## config.mk

```make
export PLATFORM = sky130hd
export DESIGN_NAME = imem_loader
export DESIGN_NICKNAME = d
export VERILOG_FILES = /design/src/rtl/imem_loader_pkg.sv /design/src/rtl/imem_loader_byte_packer.sv /design/src/rtl/imem_loader.sv
export SDC_FILE = /design/constraint.sdc
export NUM_CORES = 1
export LEC_CHECK = 0
export CORE_MARGIN = 4
export CORE_UTILIZATION = 46
export DETAILED_ROUTE_END_ITERATION = 6
export GPL_TIMING_DRIVEN = 0
export HOLD_SLACK_MARGIN = 0.12
export MAX_ROUTING_LAYER = met4
export PLACE_DENSITY = 0.77
export SYNTH_ARGS = -nofsm -noshare
export SYNTH_HDL_FRONTEND = slang
export SYNTH_SLANG_ARGS = --single-unit
```

## constraint.sdc

```tcl
create_clock -name CLK -period 3.1 [get_ports CLK]
set_clock_uncertainty 0.15 [all_clocks]
set_input_delay 0.93 -clock CLK [delete_from_list [all_inputs] [get_ports CLK]]
set_output_delay 0.93 -clock CLK [all_outputs]
set_load 0.01 [all_outputs]
```

## src/rtl/imem_loader_pkg.sv

```systemverilog
// Shared types and constants for the byte-stream program loader.
// Optional trailing XOR checksum is enabled by defining IMEM_LOADER_CHECKSUM_EN.
package imem_loader_pkg;

  typedef enum logic [2:0] {
    ST_IDLE  = 3'd0,
    ST_HDR0  = 3'd1,
    ST_HDR1  = 3'd2,
    ST_DATA  = 3'd3,
    ST_WRITE = 3'd4,
    ST_DONE  = 3'd5,
    ST_ERR   = 3'd6,
    ST_CHK   = 3'd7
  } state_t;

  localparam int LEN_BYTES  = 2;
  localparam int WORD_BYTES = 4;

  localparam logic [3:0] SEL_ALL = 4'b1111;

endpackage

```

## src/rtl/imem_loader_byte_packer.sv

```systemverilog
// Little-endian word assembler: inserts one byte per load at the running index.
// o_full flags that the byte being loaded now completes the word.
module byte_packer
  import imem_loader_pkg::*;
(
  input  logic                      i_clk,
  input  logic                      i_rst,
  input  logic                      i_clear,
  input  logic                      i_load,
  input  logic [7:0]                i_data,
  output logic [8*WORD_BYTES-1:0]   o_word,
  output logic                      o_full
);

  localparam int IDX_W = $clog2(WORD_BYTES);

  logic [IDX_W-1:0]        r_idx;
  logic [8*WORD_BYTES-1:0] r_buf;

  // Clearing wipes the buffer too, so an abandoned load leaves no stale bytes.
  always_ff @(posedge i_clk) begin
    if (i_rst || i_clear) begin
      r_idx <= '0;
      r_buf <= '0;
    end else if (i_load) begin
      r_buf[{r_idx, 3'b000} +: 8] <= i_data;
      r_idx                       <= r_idx + IDX_W'(1);
    end
  end

  assign o_word = r_buf;
  assign o_full = (r_idx == IDX_W'(WORD_BYTES - 1));

endmodule

```

## src/rtl/imem_loader.sv

```systemverilog
// Length-prefixed byte-stream loader writing 32-bit words to instruction memory.
// Define IMEM_LOADER_CHECKSUM_EN to require a trailing XOR byte over all data bytes.
module imem_loader
  import imem_loader_pkg::*;
#(
  parameter int ADDR_W    = 10,
  parameter int MAX_WORDS = 1024
) (
  input  logic              CLK,
  input  logic              RST,
  input  logic              start,
  input  logic [7:0]        rx_data,
  input  logic              rx_valid,
  output logic              rx_ready,
  output logic [ADDR_W-1:0] mem_addr,
  output logic [31:0]       mem_din,
  output logic              mem_we,
  output logic [3:0]        mem_sel,
  output logic              cpu_hold,
  output logic              done,
  output logic              err,
  output logic [ADDR_W:0]   words_loaded
);

  state_t                   r_state;
  logic                     r_rxReady;
  logic [ADDR_W-1:0]        r_addr;
  logic                     r_memWe;
  logic [3:0]               r_memSel;
  logic                     r_cpuHold;
  logic                     r_done;
  logic                     r_err;
  logic [ADDR_W:0]          r_words;
  logic [8*LEN_BYTES-1:0]   r_len;
`ifdef IMEM_LOADER_CHECKSUM_EN
  logic [7:0]               r_xor;
`endif

  logic                     w_xfer;
  logic                     w_pkClear;
  logic                     w_pkLoad;
  logic                     w_pkFull;
  logic [31:0]              w_word;
  logic [8*LEN_BYTES-1:0]   w_lenFull;
  logic [ADDR_W:0]          w_wordsNext;
  logic                     w_lastWord;

  assign w_xfer      = rx_valid && r_rxReady;
  assign w_pkLoad    = w_xfer && (r_state == ST_DATA);
  assign w_pkClear   = start && ((r_state == ST_IDLE) || (r_state == ST_DONE) || (r_state == ST_ERR));
  assign w_lenFull   = {rx_data, r_len[7:0]};
  assign w_wordsNext = r_words + (ADDR_W + 1)'(1);
  assign w_lastWord  = (32'(w_wordsNext) == 32'(r_len));

  byte_packer u_packer (
    .i_clk   (CLK),
    .i_rst   (RST),
    .i_clear (w_pkClear),
    .i_load  (w_pkLoad),
    .i_data  (rx_data),
    .o_word  (w_word),
    .o_full  (w_pkFull)
  );

  // Every output is a register updated alongside the state, so rx_ready never
  // depends combinationally on rx_valid.
  always_ff @(posedge CLK) begin
    if (RST) begin
      r_state   <= ST_IDLE;
      r_rxReady <= 1'b0;
      r_addr    <= '0;
      r_memWe   <= 1'b0;
      r_memSel  <= 4'b0000;
      r_cpuHold <= 1'b0;
      r_done    <= 1'b0;
      r_err     <= 1'b0;
      r_words   <= '0;
      r_len     <= '0;
`ifdef IMEM_LOADER_CHECKSUM_EN
      r_xor     <= 8'h00;
`endif
    end else begin
      r_memWe  <= 1'b0;
      r_memSel <= 4'b0000;
      case (r_state)
        ST_IDLE, ST_DONE, ST_ERR: begin
          if (start) begin
            r_state   <= ST_HDR0;
            r_rxReady <= 1'b1;
            r_cpuHold <= 1'b1;
            r_done    <= 1'b0;
            r_err     <= 1'b0;
            r_words   <= '0;
            r_addr    <= '0;
`ifdef IMEM_LOADER_CHECKSUM_EN
            r_xor     <= 8'h00;
`endif
          end
        end
        ST_HDR0: begin
          if (w_xfer) begin
            r_len[7:0] <= rx_data;
            r_state    <= ST_HDR1;
          end
        end
        ST_HDR1: begin
          if (w_xfer) begin
            r_len <= w_lenFull;
            if (w_lenFull == '0) begin
`ifdef IMEM_LOADER_CHECKSUM_EN
              r_state   <= ST_CHK;
`else
              r_state   <= ST_DONE;
              r_rxReady <= 1'b0;
              r_done    <= 1'b1;
              r_cpuHold <= 1'b0;
`endif
            end else if (32'(w_lenFull) > 32'(MAX_WORDS)) begin
              r_state   <= ST_ERR;
              r_rxReady <= 1'b0;
              r_err     <= 1'b1;
            end else begin
              r_state <= ST_DATA;
              r_addr  <= '0;
            end
          end
        end
        ST_DATA: begin
          if (w_xfer) begin
`ifdef IMEM_LOADER_CHECKSUM_EN
            r_xor <= r_xor ^ rx_data;
`endif
            if (w_pkFull) begin
              r_state   <= ST_WRITE;
              r_rxReady <= 1'b0;
              r_memWe   <= 1'b1;
              r_memSel  <= SEL_ALL;
            end
          end
        end
        ST_WRITE: begin
          r_words <= w_wordsNext;
          if (w_lastWord) begin
`ifdef IMEM_LOADER_CHECKSUM_EN
            r_state   <= ST_CHK;
            r_rxReady <= 1'b1;
`else
            r_state   <= ST_DONE;
            r_done    <= 1'b1;
            r_cpuHold <= 1'b0;
`endif
          end else begin
            r_addr    <= r_addr + ADDR_W'(1);
            r_state   <= ST_DATA;
            r_rxReady <= 1'b1;
          end
        end
`ifdef IMEM_LOADER_CHECKSUM_EN
        ST_CHK: begin
          if (w_xfer) begin
            r_rxReady <= 1'b0;
            if (rx_data == r_xor) begin
              r_state   <= ST_DONE;
              r_done    <= 1'b1;
              r_cpuHold <= 1'b0;
            end else begin
              r_state <= ST_ERR;
              r_err   <= 1'b1;
            end
          end
        end
`endif
        default: begin
          r_state   <= ST_IDLE;
          r_rxReady <= 1'b0;
          r_cpuHold <= 1'b0;
        end
      endcase
    end
  end

  assign rx_ready     = r_rxReady;
  assign mem_addr     = r_addr;
  assign mem_din      = w_word;
  assign mem_we       = r_memWe;
  assign mem_sel      = r_memSel;
  assign cpu_hold     = r_cpuHold;
  assign done         = r_done;
  assign err          = r_err;
  assign words_loaded = r_words;

endmodule

```

* Word level (Yosys, flattened, before mapping)
Index checks and enable logic that the tools add are counted.
Storage, ports and cells: flip-flop bits (word level) 83, input port bits 12, output and inout bits 62, logic and storage cells 111
Cells by class: add/subtract/negate cells 4, order comparisons 1, equality and inequality tests 20, shifts and indexed selects 2, mux-type cells 43, bitwise gates (word level) 5, reductions and logical operators 23
Operators by type and width (number):
- 10-bit 2-to-1 mux | 5
- 32-bit bitwise mux | 1
- 8-bit by 7-bit variable shift with 32-bit output (first input constant) | 1
- 8-bit by 7-bit variable part select with 32-bit output | 1
- 10-bit case mux with 3 select lines | 1
- 3-bit 2-to-1 mux | 8
- 11-bit case mux with 2 select lines | 1
- 2-bit != test (second input constant) | 10
- 5-bit AND reduction | 4
- 1-bit 2-to-1 mux | 18
- 11-bit by 16-bit == test with 1-bit output | 1
- 16-bit by 11-bit > comparator with 1-bit output (second input constant) | 1
- 16-bit zero test | 1
- 8-bit case mux with 2 select lines | 1
- 3-bit case mux with 5 select lines | 1
- 11-bit by 1-bit adder with 11-bit output (second input constant) | 1
- 11-bit 2-to-1 mux | 1
- 10-bit by 1-bit adder with 10-bit output (second input constant) | 1
- 3-bit == test (second input constant) | 3
- 8-bit 2-to-1 mux | 1
- 5-bit negation with 7-bit output | 1
- 7-bit AND reduction | 1
- 3-bit by 2-bit == test with 1-bit output (second input constant) | 2
- 6-bit AND reduction | 1
- 20 further kinds | 31

* Logic depth before layout (Yosys ltp)
Gate-level depths: netlist (run 1).
depth after elaboration 5, mapped depth 11, depth with buffers taken out 8

* By module
From an unflattened synthesis (run 1), not the netlist that was laid out.
Second synthesis, totals: cells, all modules 487, area total of the unflattened synthesis 4115.2 µm²
Modules (own cells, without submodules):
- imem_loader | instances 1, cells an instance 339, area an instance 2745.1 µm², seq. area each 900.9 µm²
- byte_packer | instances 1, cells an instance 148, area an instance 1370.1 µm², seq. area each 680.7 µm²

* Worst setup path before layout (run 1)
No wires, ideal clock.
path kind input -> register, start input port rx_data[0], end register r_addr[7] (netlist: mem_addr[7]), setup time 0.072 ns, arrival time 2.889 ns, required time 2.878 ns, path slack -0.011 ns, stages on the path 9, path buffers 2, path through clkbuf_1 or4_1 or4_1 nand3_1 a21boi_1 or2_2 clkbuf_1 and2_1 a2bb2oi_1
Between the ends: longest elaborated chain between the ends 3, elaborated cells between the ends (all ways) 5, those cells by class order compare (1); eq/ne (2); reduce/logical (2)
Ends and longest elaborated chain:
- from (decl) | RTL line imem_loader.sv:12 | input logic [7:0] rx_data,
- 16-bit by 11-bit > comparator with 1-bit output or 16-bit zero test (tied branches) | RTL line imem_loader.sv:118, imem_loader.sv:109
- 2-bit != test (no source line)
- 6-bit AND reduction (no source line) *
- to (signal assigned) | RTL line imem_loader.sv:153 | r_addr <= r_addr + ADDR_W'(1);
- to (decl) | RTL line imem_loader.sv:27 | logic [ADDR_W-1:0] r_addr;
Every way passes the cells marked *; elsewhere a longest branch is shown, timed or not. A chain may end at the register's enable or synchronous reset.

* Worst setup path after layout (run 1)
Ends and elaborated chain as after synthesis.

==> results of run 1 <==
-- stage by stage --
stage / std cells / utilization (%)
finish: 695 / 58.9
global route: 695 / 58.9
CTS: 694 / 58.6
detailed placement: 678 / 56.6
global placement: 678 / 56.6
floorplan: 501 / -
-- flip-flops by register name (all words and copies together) (netlist names) --
signal and cells:
u_packer.o_word 32, mem_addr 10, err 1, rx_ready 1, r_state 3, done 1, r_len 16, words_loaded 11
cpu_hold 1, u_packer.r_idx 2, mem_sel 1
-- cells by family after synthesis --
logic type | synth area share (%)
compound gates | 20.1
mux | 4.20
xor+xnor | 2.79
fa+ha+maj | 2.45
buf+inv | 6.28
flops | 38.7
simple gates | 25.5
-- power breakdown --
group | internal (mW) | switching [mW]
clock network | 0.288 | 0.392
logic | 0.280 | 0.480
registers | 1.06 | 0.0390
total | 1.63 | 0.911
-- layout by cell type, fill, tap and decap left out, types with 6 or more instances in the layout --
cell type / count
dfxtp_1: 79
a31oi_1: 11
buf_4: 7
clkdlybuf4s50_1: 64
clkbuf_8: 9
nand3_1: 33
inv_1: 13
xnor2_1: 7
clkbuf_1: 23
nand2_1: 63
a21oi_1: 45
ha_1: 7
o21ai_0: 19
nor3_1: 9
and3_1: 7
nor2_1: 51
mux2i_1: 16
a22oi_1: 10
xor2_1: 6
-- layer usage --
layer	track usage, %	vias to the layer above	wire, um
li1	-	1955	-
met1	28.1	1883	4910
met2	35.1	167	5280
met3	4.57	23	787
met4	6.46	0	196
met5	-	-	0
-- final timing paths --
check / start / to
worst max-delay path: rx_data[0] / mem_addr[7]$_SDFFE_PP0P_
worst min-delay path: u_packer.o_word[16]$_SDFFE_PP0P_ / u_packer.o_word[16]$_SDFFE_PP0P_
worst max register to register: words_loaded[0]$_SDFFE_PP0P_ / mem_addr[3]$_SDFFE_PP0P_
worst min register to register: u_packer.o_word[16]$_SDFFE_PP0P_ / u_packer.o_word[16]$_SDFFE_PP0P_
-- worst reg2reg max path, cell delays in order (launching register included) --
cell and delay (ns):
dfxtp_1 0.46, ha_2 0.33, xor2_1 0.17, nor4_4 0.26, o221ai_2 0.14, or4_4 0.54, or2_1 0.24, buf_6 0.13
buf_6 0.14, a31oi_1 0.16, a31oi_1 0.07
-- timing repair --
action	in CTS	in global routing
pin swaps	1	1
setup endpoints to repair	17	9
buffers inserted	1	1
gates cloned	0	0
resized for setup	7	7
-- area by class of cell --
cell class / instances / share of cell area, %
plain buffers: 36 / 4.11
clock buffers: 10 / 2.50
clock inverters: 5 / 0.686
inverters: 13 / 0.955
multi-input cells: 373 / 44.5
flip-flops and latches: 79 / 31.0
well taps: 108 / 2.64
repair buffers: 71 / 13.6
==> impl_metrics.ini, run 1 <==
[status]
status = completed

[placement]
gp_congestion = 0.918
place_area_mm2 = 0.00491
dp_slack_ns = -0.642
dp_hpwl_um = 7940
port_buffers = 69

[grt]
grt_pass1_wl_um = 18000
antenna_found_initial = 0
grt_pass1_vias = 3741
grt_max_degree = 14
track_usage_pct = 22.0
grt.overflow.total = 0

[floorplanning]
core-area_mm2 = 0.00868
fp.dieH_um = 102
die_area_mm2 = 0.0105
floorplan.initialDensity_pct = 47.1
num_io_pins = 74
die_w_um = 102
std_cell_rows = 34

[yosys]
postSynthCellCount = 501
ys_ff_latch = 79
syn_avg_cell_area_um2 = 8.15
synth_ff_type = dfxtp_1
ys_warn_count = 0
yosys-top-cells-area = dfxtp_1, nand2_1, a21oi_1
seq_area_frac_synth_pct = 38.7
synth_commonest_cells = dfxtp_1, nand2_1, nor2_1
synth_area_leader_cell = dfxtp_1
synthDominantCellAreaShare_pct = 38.7
synth_edf_count = 0
yosysUniqueCellTypes = 66
synth_nets = 521
async_flop_share_pct = 0
netlist_area_mm2 = 0.00409
yosysMostFrequentCell = dfxtp_1

[worst_setup_path]
ff2ff_setup_slack_ns = 0.19
path_delay_family = simple AND/OR/NAND/NOR gates
crit_path_end_kind = flip-flop
cp_cell_sequence = clkbuf_2 > or4_1 > or4_1 > nand3_2 > a21boi_1 > or2_2 > clkbuf_2 > and2_1 > a2bb2oi_1
start_kind = input port
cp.depth = 9
cp_num_buf_inv = 2
crit_arrival_ns = 3.14
cpMaxStageDelayCell = or4_1
reg2regPathDepth = 10
critPathMaxStageDelay_ns = 0.55
worstSetupPathType = input port to flip-flop
crit_fanout = 8
required_ns = 3.23

[sta]
worst_pin_slew_ns = 0.963
fin_tns_setup_ns = 0
fin_crit_ns = 3.01
relSlewSlack_pct = 35.7
finalCritPeriodShare_pct = 97.1
clock.fmax_mhz = 332
setup_viol = 0
slew_violations = 0
finalWorstSetupSlack_ns = 0.0903
hold_viol = 0
timing.hold.ws_ns = 0.302

[cells_and_area]
n_antenna_cell = 0
syn_to_final_growth_pct = 25.1
fillers = 809
finalNetCount = 603
stdcell_area_mm2 = 0.00511
seq_area_mm2 = 0.00158
drive_gt1_share_pct = 9.03
multi_input_area_mm2 = 0.00228

[drt]
wirelength_um = 11200
drtIter0Drc = 241
routedWlPerCell_um = 16.1
post-route-drc-count = 0
dr.pass1.iters = 5
vias = 4028
drtAntennaViolNets = 0
vias_per_cell = 5.80

[clocking]
insertion_delay_ns = 0.35
cts_sinks = 79
root_buffer = clkbuf_8
cts_tree = built
cts_max_level = 3
clockBufferDepth = 2
cts_hold_buf = 0
cts_buffers = 9
path_clk_slew_ns = 0.08

[pwr]
peakVddDrop_v = 0.000294
powerDensity_mw_per_mm2 = 497
power_mw = 2.54
leakage_nw = 1.81

[run]
maxCapViolCount = 0

[worst_hold_path]
whs_path_depth = 2
worstHoldPathType = flip-flop to flip-flop
(Power assumes the default switching activity.)
==> run 2: changes to the inputs <==
- SETUP_SLACK_MARGIN: not set -> 0.5
==> run 2 against run 1 <==
Against the previous run:
- first-iteration DRC count down 24%
- design area up 5.8%
- critical path depth unchanged
- maximum frequency up 10%
- power up 12%
- global-route usage up 1.6 points
- clock power up 29%
- via count up 0.50%
- count of clock-buffer cells in the layout unchanged
- sequential power about the same
- worst setup slack better by 0.27 ns
- sequential share of layout area down 1.6 points
- largest cell class unchanged
- largest power group unchanged
==> impl_metrics.ini, run 2 (synthesis results as in run 1) <==
[drt]
post-route-drc-count = 0
vias_per_cell = 5.76
drtAntennaViolNets = 0
routedWlPerCell_um = 16.6
drtIter0Drc = 182
dr.pass1.iters = 5
vias = 4048
wirelength_um = 11700

[worst_hold_path]
whs_path_depth = 2
hold_path_end = u_packer.o_word[24]$_SDFFE_PP0P_
worstHoldPathType = flip-flop to flip-flop
min-delay-start = u_packer.o_word[24]$_SDFFE_PP0P_

[clocking]
clockBufferDepth = 2
path_clk_slew_ns = 0.09
cts_buffers = 9
cts_tree = built
root_buffer = clkbuf_8
cts_sinks = 79
cts_max_level = 3
insertion_delay_ns = 0.36
cts_hold_buf = 0

[floorplanning]
num_io_pins = 74
core-area_mm2 = 0.00868
floorplan.initialDensity_pct = 47.1
die_w_um = 102
die_area_mm2 = 0.0105
std_cell_rows = 34
fp.dieH_um = 102

[cells_and_area]
final_common_cell = dfxtp_1
final_cell_count_no_fill = 703
final_cell_mix = dfxtp_1, clkdlybuf4s50_1, nand2_1
n_antenna_cell = 0
syn_to_final_growth_pct = 32.3
fillers = 740
largest_reg_flops = 32
finalNetCount = 610
drive_gt1_share_pct = 15.8

[worst_setup_path]
reg2regPathDepth = 9
crit_path_end_kind = flip-flop
cpMostUsedCell = or4_4
cpMaxStageDelayCell = or4_4
crit_arrival_ns = 2.84
worstSetupPathType = flip-flop to flip-flop
rr_startpoint = r_len[11]$_SDFFE_PP0P_
r2r_end = mem_addr[5]$_SDFFE_PP0P_
required_ns = 3.20
critPathMaxStageDelay_ns = 0.54
cp_cell_sequence = or4_4 > nor4_4 > o221ai_2 > or4_4 > or2_1 > buf_6 > buf_8 > a32oi_1 > nand2_1
ff2ff_setup_slack_ns = 0.36
start_kind = flip-flop
crit_fanout = 6

[placement]
placedCellCount = 678
gp_congestion = 0.897
dp_slack_ns = -0.475
dp_hpwl_um = 8020
port_buffers = 69

[sta]
rsz0062_at_grt = yes
finalWorstSetupSlack_ns = 0.364
setup_viol = 0
hold_viol = 0
clock.fmax_mhz = 366
worst_pin_slew_ns = 0.859
fin_crit_ns = 2.74
finalCritPeriodShare_pct = 88.3
relSlewSlack_pct = 42.4
slew_violations = 0

[grt]
track_usage_pct = 23.6
grt_max_degree = 16
grt.overflow.total = 0
grt_pass1_wl_um = 19100
antenna_found_initial = 0
grt_pass1_vias = 3886

[run]
maxCapViolCount = 0

[pwr]
powerDensity_mw_per_mm2 = 527
p_comb_share_pct = 30.5
p_sw_share_pct = 34.3
leakage_nw = 1.93
seqPwrFrac_pct = 38.7
clkPwrFrac_pct = 30.8
p_switching_mw = 0.979
peakVddDrop_v = 0.000243
p_int_mw = 1.87

[status]
status = completed
-- run 2: changes by cell type in the layout (fill, tap and decap cells not counted), sizes merged --
cell           previous run  this run
buf                      13        19
bufinv                    0         2
clkbuf                   35        39
clkdlybuf4s50            64        63
clkinv                    3         1
dlygate4sd2               4         2
inv                      14        15
-- run 2: what timing repair did --
| item | in CTS | in global routing |
|---|---|---|
| resized for setup | 30 | 24 |
| endpoints found under the setup margin | 59 | 60 |
| buffers inserted | 6 | 2 |
| gates cloned | 0 | 1 |
| pin swaps | 8 | 8 |
-- run 2: how the worst max path moves through the flow --
stage | startpoint | end | slack (ns) | depth (start not counted)
after CTS | r_len[11]$_SDFFE_PP0P_ | mem_addr[5]$_SDFFE_PP0P_ | 0.36 | 9
after detailed placement | rx_data[1] | mem_addr[2]$_SDFFE_PP0P_ | -0.47 | 9
after global placement | rx_data[1] | mem_addr[2]$_SDFFE_PP0P_ | -0.41 | 9
after global routing | r_len[11]$_SDFFE_PP0P_ | mem_addr[5]$_SDFFE_PP0P_ | 0.24 | 9
after floorplan | rx_data[0] | mem_addr[2]$_SDFFE_PP0P_ | 0.08 | 9
final | r_len[11]$_SDFFE_PP0P_ | mem_addr[5]$_SDFFE_PP0P_ | 0.36 | 9
-- run 2: power by group through the flow --
| stage | Clock [mW] | Combinational (mW) | Sequential [mW] |
|---|---|---|---|
| 3_5_place_dp | 0 | 0.767 | 1.13 |
| 2_1_floorplan | 0 | 0.536 | 1.13 |
| 5_1_grt | 0.929 | 0.956 | 1.11 |
| 6_report | 0.878 | 0.870 | 1.10 |
| 4_1_cts | 0.879 | 0.809 | 1.10 |
| 3_3_place_gp | 0 | 0.754 | 1.12 |
-- run 2: layout make-up --
class | count | area (um2) | area share (%)
Multi-Input combinational cell | 373 | 2420 | 44.7
Sequential cell | 79 | 1590 | 29.4
Timing Repair Buffer | 78 | 757 | 14.0
Buffer | 36 | 238 | 4.40
Tap cell | 108 | 135 | 2.50
Clock buffer | 10 | 128 | 2.36
Clock inverter | 6 | 93.8 | 1.74
Inverter | 13 | 48.8 | 0.903
-- run 2: through the flow --
| stage | area (um2) | total power, mW | setup TNS [ns] | util (%) | hold WS, ns |
|---|---|---|---|---|---|
| after global placement | 4980 | 1.88 | -8.77 | 57.4 | 0.292 |
| after detailed placement | 4980 | 1.89 | -10.14 | 57.4 | 0.294 |
| final | 5410 | 2.85 | 0 | 62.3 | 0.308 |
| after CTS | 5310 | 2.79 | 0 | 61.2 | 0.310 |
| after floorplan | 4150 | 1.66 | 0 | - | 0.314 |
| after global routing | 5410 | 2.99 | 0 | 62.3 | 0.335 |
-- run 2: metal layers --
metal  part of all wire [%]  vias to the layer above  GRT usage, %
met5                      0                        -             -
met4                    1.5                        0          7.16
met3                    5.3                       17          3.96
met2                     47                      146          37.6
met1                     46                     1912          30.8
li1                       -                     1973             -
-- run 2: critical path, delay by kind of cell (launching register included) --
family / cells / cell delay, ns
and+or+nand+nor: 5 / 1.57
DFF: 1 / 0.33
AOI/OAI and AO/OA: 2 / 0.30
buffers and inverters: 2 / 0.27
==> run 3: changes to the inputs <==
- ABC_CLOCK_PERIOD_IN_PS: not set -> 3100
- CORE_ASPECT_RATIO: not set -> 2
==> run 3 against run 2 <==
Against the previous run:
- design area grew 6.2%
- wire length grew 12%
- register-to-register slack lost 0.04 ns
- global-route usage grew 2.2 points
- first-iteration DRC count grew 92%
- hold slack lost 0.0043 ns
- count of clock-buffer cells in the layout is the same
- sequential power is essentially flat
- power grew 12%
- worst setup slack lost 0.038 ns
- critical path type unchanged
- largest cell class unchanged
- highest routed layer unchanged
==> impl_metrics.ini, run 3 (synthesis results as in run 1) <==
[cells_and_area]
largest_reg_flops = 32
finalNetCount = 627
seq_area_mm2 = 0.00159
post-route-util_pct = 66.4
fillers = 698
syn_to_final_growth_pct = 40.6
drive_gt1_share_pct = 20.8
final_cell_count_no_fill = 712
multi_input_area_mm2 = 0.00251
final_common_cell = dfxtp_1
final_cell_mix = dfxtp_1, clkdlybuf4s50_1, nand2_1
n_antenna_cell = 0

[drt]
vias_per_cell = 6.06
drtAntennaViolNets = 0
wirelength_um = 13100
drtIter0Drc = 349
vias = 4315
dr.pass1.iters = 5
routedWlPerCell_um = 18.4
post-route-drc-count = 0

[worst_setup_path]
rr_startpoint = r_len[14]$_SDFFE_PP0P_
cpMaxStageDelayCell = or4_4
cp_cell_sequence = or4_4 > nor4_4 > buf_4 > o221ai_2 > or4_4 > or2_1 > buf_6 > buf_8 > a32oi_1 > nand2_1
start_kind = flip-flop
worstSetupPathType = flip-flop to flip-flop
crit_path_start = r_len[14]$_SDFFE_PP0P_
required_ns = 3.18
cpMostUsedCell = or4_4
critPathMaxStageDelay_ns = 0.54
crit_path_end_kind = flip-flop
crit_arrival_ns = 2.85
crit_fanout = 6

[clocking]
cts_tree = built
cts_buffers = 9
insertion_delay_ns = 0.34
cts_hold_buf = 0
root_buffer = clkbuf_16
path_clk_slew_ns = 0.06
cts_max_level = 3
cts_sinks = 79
clockBufferDepth = 2

[grt]
antenna_found_initial = 0
grt.overflow.total = 0
grt_pass1_wl_um = 20500
grt_pass1_vias = 4219
track_usage_pct = 25.8
grt_max_degree = 15

[sta]
rsz0062_at_grt = yes
relSlewSlack_pct = 41.5
setup_viol = 0
slew_violations = 0
finalCritPeriodShare_pct = 89.5
clock.fmax_mhz = 360
worst_pin_slew_ns = 0.872
hold_viol = 0
fin_crit_ns = 2.77
finalWorstSetupSlack_ns = 0.326

[pwr]
p_int_mw = 2.14
p_comb_share_pct = 31.0
p_switching_mw = 1.06
peakVddDrop_v = 0.000432
powerDensity_mw_per_mm2 = 557
power_mw = 3.20
seqPwrFrac_pct = 34.5
p_sw_share_pct = 33.1
leakage_nw = 2.08
clkPwrFrac_pct = 34.4

[placement]
gp_congestion = 0.912
dp_slack_ns = -0.572
port_buffers = 69
placedCellCount = 670
dp_hpwl_um = 9030

[floorplanning]
num_io_pins = 74
std_cell_rows = 48
fp.dieH_um = 141
die_w_um = 74.6
core-area_mm2 = 0.00865
die_area_mm2 = 0.0105
floorplan.initialDensity_pct = 47.2

[status]
status = completed

[worst_hold_path]
worstHoldPathType = flip-flop to flip-flop
min-delay-start = u_packer.o_word[22]$_SDFFE_PP0P_

[run]
maxCapViolCount = 0
run 3: per-layer routing:
metal / up-vias / part of all wire [%] / track usage, %
met2: 178 / 55 / 45.4
li1: 2004 / - / -
met4: 0 / 4.3 / 14.4
met5: - / 0 / -
met3: 54 / 5.2 / 5.60
met1: 2079 / 35 / 24.9
run 3: final cells by class:
type | instances | share of cell area (%)
multi-input combinational | 373 | 43.8
sequential | 79 | 27.7
timing repair buffer | 95 | 15.8
buffer | 36 | 4.36
clock buffer | 10 | 4.16
tap | 100 | 2.18
clock inverter | 6 | 1.20
inverter | 13 | 0.850
run 3: worst paths after layout:
kind	slack (ns)	cells past startpoint	to
setup / recovery	0.33	10	mem_addr[5]$_SDFFE_PP0P_
hold / removal	0.30	2	u_packer.o_word[22]$_SDFFE_PP0P_
setup reg to reg	0.33	10	mem_addr[5]$_SDFFE_PP0P_
hold reg to reg	0.30	2	u_packer.o_word[22]$_SDFFE_PP0P_
run 3: per-stage QoR:
stage          instance area [um2]  TNS (ns)  hold slack [ns]
6_report                      5740         0            0.304
5_1_grt                       5740         0            0.326
4_1_cts                       5550         0            0.306
3_5_place_dp                  4970    -12.37            0.297
3_3_place_gp                  4970     -9.13            0.288
2_1_floorplan                 4150         0            0.314
run 3: worst max-delay path, delay by kind of cell, from the launching register on:
kind	cells	cell delay, ns
compound gates	2	0.26
buf+inv	3	0.43
flops	1	0.32
simple gates	5	1.49
run 3: what timing repair did:
action / in CTS / in global routing
buffers inserted: 22 / 2
pin swaps: 17 / 17
cloned: 0 / 2
setup endpoints to repair: 60 / 51
gates resized for setup: 42 / 39
run 3: power by group through the flow:
| stage | Clock [mW] | Combinational (mW) | Sequential, mW |
|---|---|---|---|
| floorplan | 0 | 0.536 | 1.13 |
| detailed placement | 0 | 0.771 | 1.12 |
| CTS | 1.11 | 0.898 | 1.10 |
| finish | 1.10 | 0.993 | 1.10 |
| global route | 1.15 | 1.07 | 1.11 |
| global placement | 0 | 0.752 | 1.12 |
==> RTL change 1, RTL diff (flow settings as in run 1) <==
Set the parameter `ADDR_W` to 11 (it was 10).
--- a/src/rtl/imem_loader.sv
+++ b/src/rtl/imem_loader.sv
@@ -5,3 +5,3 @@
 #(
-  parameter int ADDR_W    = 10,
+  parameter int ADDR_W    = 11,
   parameter int MAX_WORDS = 1024
Interface: changed (resized mem_addr and words_loaded); port bits go from 74 to 76. The function was not compared with the original's and may differ.
==> RTL change 1 against run 1 <==
  * Sequential cell count increased by 2
  * Total power increased by 5.3%
  * Final area increased by 3.7%
  * Critical path depth decreased by 2
  * Non-clock buffer count increased by 3
  * Wire length increased by 3.6%
  * Worst setup slack improved by 0.66 ps
  * Synthesized area increased by 2.9%
  * Clock power increased by 17%
  * Critical endpoint is now mem_addr[2]
  * Largest cell class unchanged
  * Largest power group unchanged
  * Highest routed layer unchanged
==> RTL change 1: results (changes against run 1) <==
stage	metric	value	unit	change
placed_design	Detail Placement HPWL	8.36	mm	was 7.94 mm
clock_network	clock slew at reported path FFs	90	ps	
finish	# fillers	796		was 809
timing	Worst slew margin	0.395		was 0.357
global_route	initial antenna violation count	0		unchanged
finish	Final Net Count	639		was 603
finish	n_diodes	0		unchanged
global_route	met1 Use GR	0.269		was 0.281
timing	setup violators final	0		unchanged
worst_setup_path	CP Max Fanout	9		was 8
power_and_ir_drop	Pleak	1.87	nW	was 1.81 nW
global_route	largest net degree at the start of global routing	16		was 14
worst_setup_path	Worst R2R Start	words_loaded[1]		was words_loaded[0]
worst_setup_path	Reg2Reg Capture Point	mem_addr[2]		was mem_addr[3]
worst_setup_path	Crit-path slowest cell	or4_1		unchanged
worst_setup_path	Data arrival, critical path	3110	ps	was 3140 ps
detailed_routing	Met1 Wirelength	5.06	mm	was 4.91 mm
clock_network	hold-fix buffers at CTS	0		unchanged
yosys	ys async rst share	0		unchanged
detailed_routing	Top Metal Used	met4		unchanged
worst_setup_path	FF-to-FF path depth	10		unchanged
clock_network	total CTS buffers	9		unchanged
clock_network	Root Driver	clkbuf_8		unchanged
finish	fraction of layout cells with a size suffix above 1	0.0801		was 0.0903
run_status	status	complete, no violations		unchanged
yosys	sequential area share after synthesis	0.386		was 0.387
yosys	count leader, synth	dfxtp_1		unchanged
detailed_routing	drt initial violations	310		was 241
global_route	GRT Total Usage	0.217		was 0.220
power_and_ir_drop	peak supply drop	0.000340	V	was 0.000294 V
global_route	via count of the first global-routing pass	3952		was 3741
clock_network	clock buffer depth	2		unchanged
global_route	GR Util met3	0.0572		was 0.0457
clock_network	postcts setup bufs	0		was 1
timing	worst hold slack	302	ps	about the same
min_path	hold_sp	u_packer.o_word[27]		was u_packer.o_word[16]
worst_setup_path	R2R setup slack	210	ps	was 190 ps
clock_network	worst-skew pair later-pin latency	350	ps	about the same
min_path	Worst Hold Endpoint	u_packer.o_word[27]		was u_packer.o_word[16]
yosys	synth top area cells	dfxtp_1 39%, a21oi_1 7.5%, nand3_1 5.8%, nand2_1 5.4%, nor2_1 4.8%		was dfxtp_1 39%, nand2_1 5.8%, a21oi_1 5.5%, nor2_1 4.8%, nand3_1 4.2%
global_route	first-pass GRT wire length	19.1	mm	was 18.0 mm
clock_network	H-tree Lvls	3		unchanged
detailed_routing	via count	4234		was 4028
min_path	HP Class	reg -> reg		unchanged
worst_setup_path	slowest stage delay, CP	630	ps	was 550 ps
detailed_routing	WL met3	893	µm	was 787 µm
min_path	Hold Path Stages	2		unchanged
yosys	syn_nets	554		was 521
placed_design	Routability Congestion	0.966		was 0.918
detailed_routing	drt wl/cell	15.8	µm	was 16.1 µm
detailed_routing	Met2 Routed Length	5.51	mm	was 5.28 mm
global_route	global-route track usage on met2	0.352		was 0.351
placed_design	I/O Buffers	75		was 69
yosys	synth cell count leaders	81 x dfxtp_1, 63 x a21oi_1, 61 x nand2_1, 54 x nor2_1, 49 x nand3_1		was 79 x dfxtp_1, 63 x nand2_1, 52 x nor2_1, 45 x a21oi_1, 34 x nand3_1
-- RTL change 1: cells by family after synthesis --
kind of cell	synth area share
flip-flops	0.386
multiplexers	0.0357
buffers and inverters	0.0536
adder cells (fa/ha/maj)	0.0262
XOR/XNOR	0.0330
AO/OA/AOI/OAI	0.177
AND/OR/NAND/NOR	0.289
-- RTL change 1: critical path: cells and delay by family --
kind            cells  cell delay (ps)
compound gates      2              570
buf+inv             1              380
simple gates        4             1220
-- RTL change 1: through the flow --
| stage | cells | setup TNS [ps] | instance area, µm² | worst slack (ps) |
|---|---|---|---|---|
| 3_3_place_gp | 717 | -10810 | 5090 | -657 |
| 2_1_floorplan | 534 | 0 | 4210 | 236 |
| 6_report | 732 | 0 | 5300 | 91.0 |
| 5_1_grt | 732 | -5.37 | 5300 | -5.37 |
| 4_1_cts | 733 | 0 | 5300 | 36.4 |
| 3_5_place_dp | 717 | -14190 | 5090 | -719 |
-- RTL change 1: report_power, final --
group,switching (mW),internal (mW)
registers,0.0448,1.09
clock network,0.422,0.378
logic,0.475,0.265
total,0.942,1.73
-- RTL change 1: layout make-up --
class	instances	area share
repair buffers	75	0.140
flip-flops and latches	81	0.306
well taps	108	0.0255
clock inverters	7	0.0146
multi-input cells	405	0.448
clock buffers	9	0.0234
inverters	12	0.00850
plain buffers	35	0.0335
-- RTL change 1: worst max path at each step --
stage | from | endpoint | slack (ps) | cells past startpoint
after global routing | rx_data[3] | mem_addr[2] | -5 | 7
final | rx_data[3] | mem_addr[2] | 90 | 7
after floorplan | rx_data[3] | mem_addr[2] | 240 | 7
after detailed placement | rx_data[3] | mem_addr[2] | -720 | 8
after CTS | rx_data[3] | mem_addr[2] | 40 | 8
after global placement | rx_data[3] | mem_addr[8] | -660 | 8
==> RTL change 2, RTL diff (settings of run 1) <==
Made on the original files. Encoding of `state_t`: now Gray code (3 bits for 8 states).
--- a/src/rtl/imem_loader_pkg.sv
+++ b/src/rtl/imem_loader_pkg.sv
@@ -5,10 +5,10 @@
   typedef enum logic [2:0] {
-    ST_IDLE  = 3'd0,
-    ST_HDR0  = 3'd1,
-    ST_HDR1  = 3'd2,
-    ST_DATA  = 3'd3,
-    ST_WRITE = 3'd4,
-    ST_DONE  = 3'd5,
-    ST_ERR   = 3'd6,
-    ST_CHK   = 3'd7
+    ST_IDLE  = 3'b000,
+    ST_HDR0  = 3'b001,
+    ST_HDR1  = 3'b011,
+    ST_DATA  = 3'b010,
+    ST_WRITE = 3'b110,
+    ST_DONE  = 3'b111,
+    ST_ERR   = 3'b101,
+    ST_CHK   = 3'b100
   } state_t;
Behaviour: no difference found for any inputs over 10 cycles, from zero or initial values and one cycle with RST high; not proved beyond that.
==> RTL change 2 against run 1 <==
  * Synthesized area is 2.5% lower
  * Utilization is 2.2 points higher
  * Final area is 0.86% lower
  * Non-clock buffer count is 1 lower
  * Worst setup slack better by 120 ps
  * Register-to-register slack better by 190 ps
  * Wire length is 5.3% lower
  * Highest routed layer unchanged
  * Sequential cell count stayed put
Power is not compared: it rests on default switching activity, and its combinational part moved more than twofold at a synthesized area within 25%.
==> RTL change 2: results (changes against run 1) <==
stage	metric	value	unit	change
yosys	post-synth cell types	59		was 66
yosys	synthesized area per cell	7.87	µm²	was 8.15 µm²
yosys	synth top area cells	dfxtp_1 40%, a21oi_1 7.9%, nand2_1 7.6%, nand3_1 5.4%, nor2_1 4.0%		was dfxtp_1 39%, nand2_1 5.8%, a21oi_1 5.5%, nor2_1 4.8%, nand3_1 4.2%
worst_setup_path	CP Max Fanout	7		was 8
placed_design	placed inst area	0.00483	mm²	was 0.00491 mm²
global_route	largest net degree at the start of global routing	16		was 14
yosys	synth cell count leaders	81 x nand2_1, 79 x dfxtp_1, 63 x a21oi_1, 43 x nand3_1, 42 x nor2_1		was 79 x dfxtp_1, 63 x nand2_1, 52 x nor2_1, 45 x a21oi_1, 34 x nand3_1
global_route	global-route track usage on met2	0.341		was 0.351
clock_network	Resize count post-CTS	2		was 7
worst_setup_path	slowest stage delay, CP	620	ps	was 550 ps
placed_design	Setup Slack @ Placement	-600	ps	was -642 ps
placed_design	Routability Congestion	0.988		was 0.918
detailed_routing	WL met3	689	µm	was 787 µm
detailed_routing	drt wl/cell	15.1	µm	was 16.1 µm
worst_setup_path	Crit-path slowest cell	clkdlybuf4s50_1		was or4_1
clock_network	Root Driver	clkbuf_8		unchanged
clock_network	clock slew at reported path FFs	90	ps	
placed_design	Detail Placement HPWL	7.62	mm	was 7.94 mm
detailed_routing	Met2 Routed Length	4.96	mm	was 5.28 mm
timing	Worst slew margin	0.386		was 0.357
finish	# fillers	724		was 809
global_route	via count of the first global-routing pass	3698		was 3741
global_route	GRT Total Usage	0.214		was 0.220
global_route	first-pass GRT wire length	17.2	mm	was 18.0 mm
finish	fraction of layout cells with a size suffix above 1	0.0790		was 0.0903
run_status	status	complete, no violations		unchanged
clock_network	postcts setup bufs	0		was 1
detailed_routing	drt initial violations	233		was 241
detailed_routing	vias per inst	5.58		was 5.80
detailed_routing	routed wire length	10.6	mm	was 11.2 mm
worst_setup_path	Data arrival, critical path	3040	ps	was 3140 ps
global_route	GR Util met3	0.0360		was 0.0457
finish	Final Net Count	610		was 603
yosys	syn_nets	526		was 521
placed_design	Inst Count DP	683		was 678
placed_design	I/O Buffers	72		was 69
detailed_routing	Met1 Wirelength	4.73	mm	was 4.91 mm
worst_setup_path	cell family with most CP delay	buffers and inverters		was simple AND/OR/NAND/NOR gates
detailed_routing	Top Metal Used	met4		unchanged
global_route	met1 Use GR	0.271		was 0.281
power_and_ir_drop	Pleak	1.71	nW	
yosys	sequential area share after synthesis	0.397		was 0.387
RTL change 2: changes by cell type after synthesis, sizes merged, moves of 6 or more:
cell and change:
a21oi +18, nand2 +18, nand3 +10, nor2 -9
a31oi -8, mux2i -7, or4 -6
RTL change 2: worst paths after layout:
check	from	endpoint	slack (ps)
max	rx_data[1]	rx_ready	210
min	u_packer.o_word[1]	u_packer.o_word[1]	300
max reg2reg	words_loaded[0]	mem_addr[8]	380
min reg2reg	u_packer.o_word[1]	u_packer.o_word[1]	300
RTL change 2: cell type report:
type / count / area, µm² / share of cell area
Buffer: 33 / 163 / 0.0321
Clock buffer: 9 / 124 / 0.0245
Clock inverter: 7 / 78.8 / 0.0156
Inverter: 11 / 41.3 / 0.00815
Multi-Input combinational cell: 383 / 2220 / 0.437
Sequential cell: 79 / 1580 / 0.312
Tap cell: 105 / 131 / 0.0259
Timing Repair Buffer: 73 / 731 / 0.144
RTL change 2: logic make-up (layout without fill, tap and decap cells):
logic type               after synthesis  count (layout)  synth area share
AND/OR/NAND/NOR                      230             230             0.281
AO/OA/AOI/OAI                        120             120             0.188
flip-flops                            79              79             0.397
buffers and inverters                 44             133            0.0512
XOR/XNOR                              16              16            0.0352
multiplexers                           9               9            0.0226
adder cells (fa/ha/maj)                8               8            0.0251
RTL change 2: where the power goes:
group	switching, mW	internal [mW]	total, mW	leakage [nW]
Combinational	0.189	0.119	0.308	0.979
Clock	0.415	0.380	0.795	0.0929
Sequential	0.0173	1.04	1.05	0.637
RTL change 2: worst reg2reg max path: stages (launching register included):
cell,delay (ps)
dfxtp_1,410
ha_1,230
buf_2,160
and3_1,230
a211o_1,270
a22o_1,200
a211o_2,390
nor2_8,150
buf_8,150
nor3_1,50
a211o_1,230
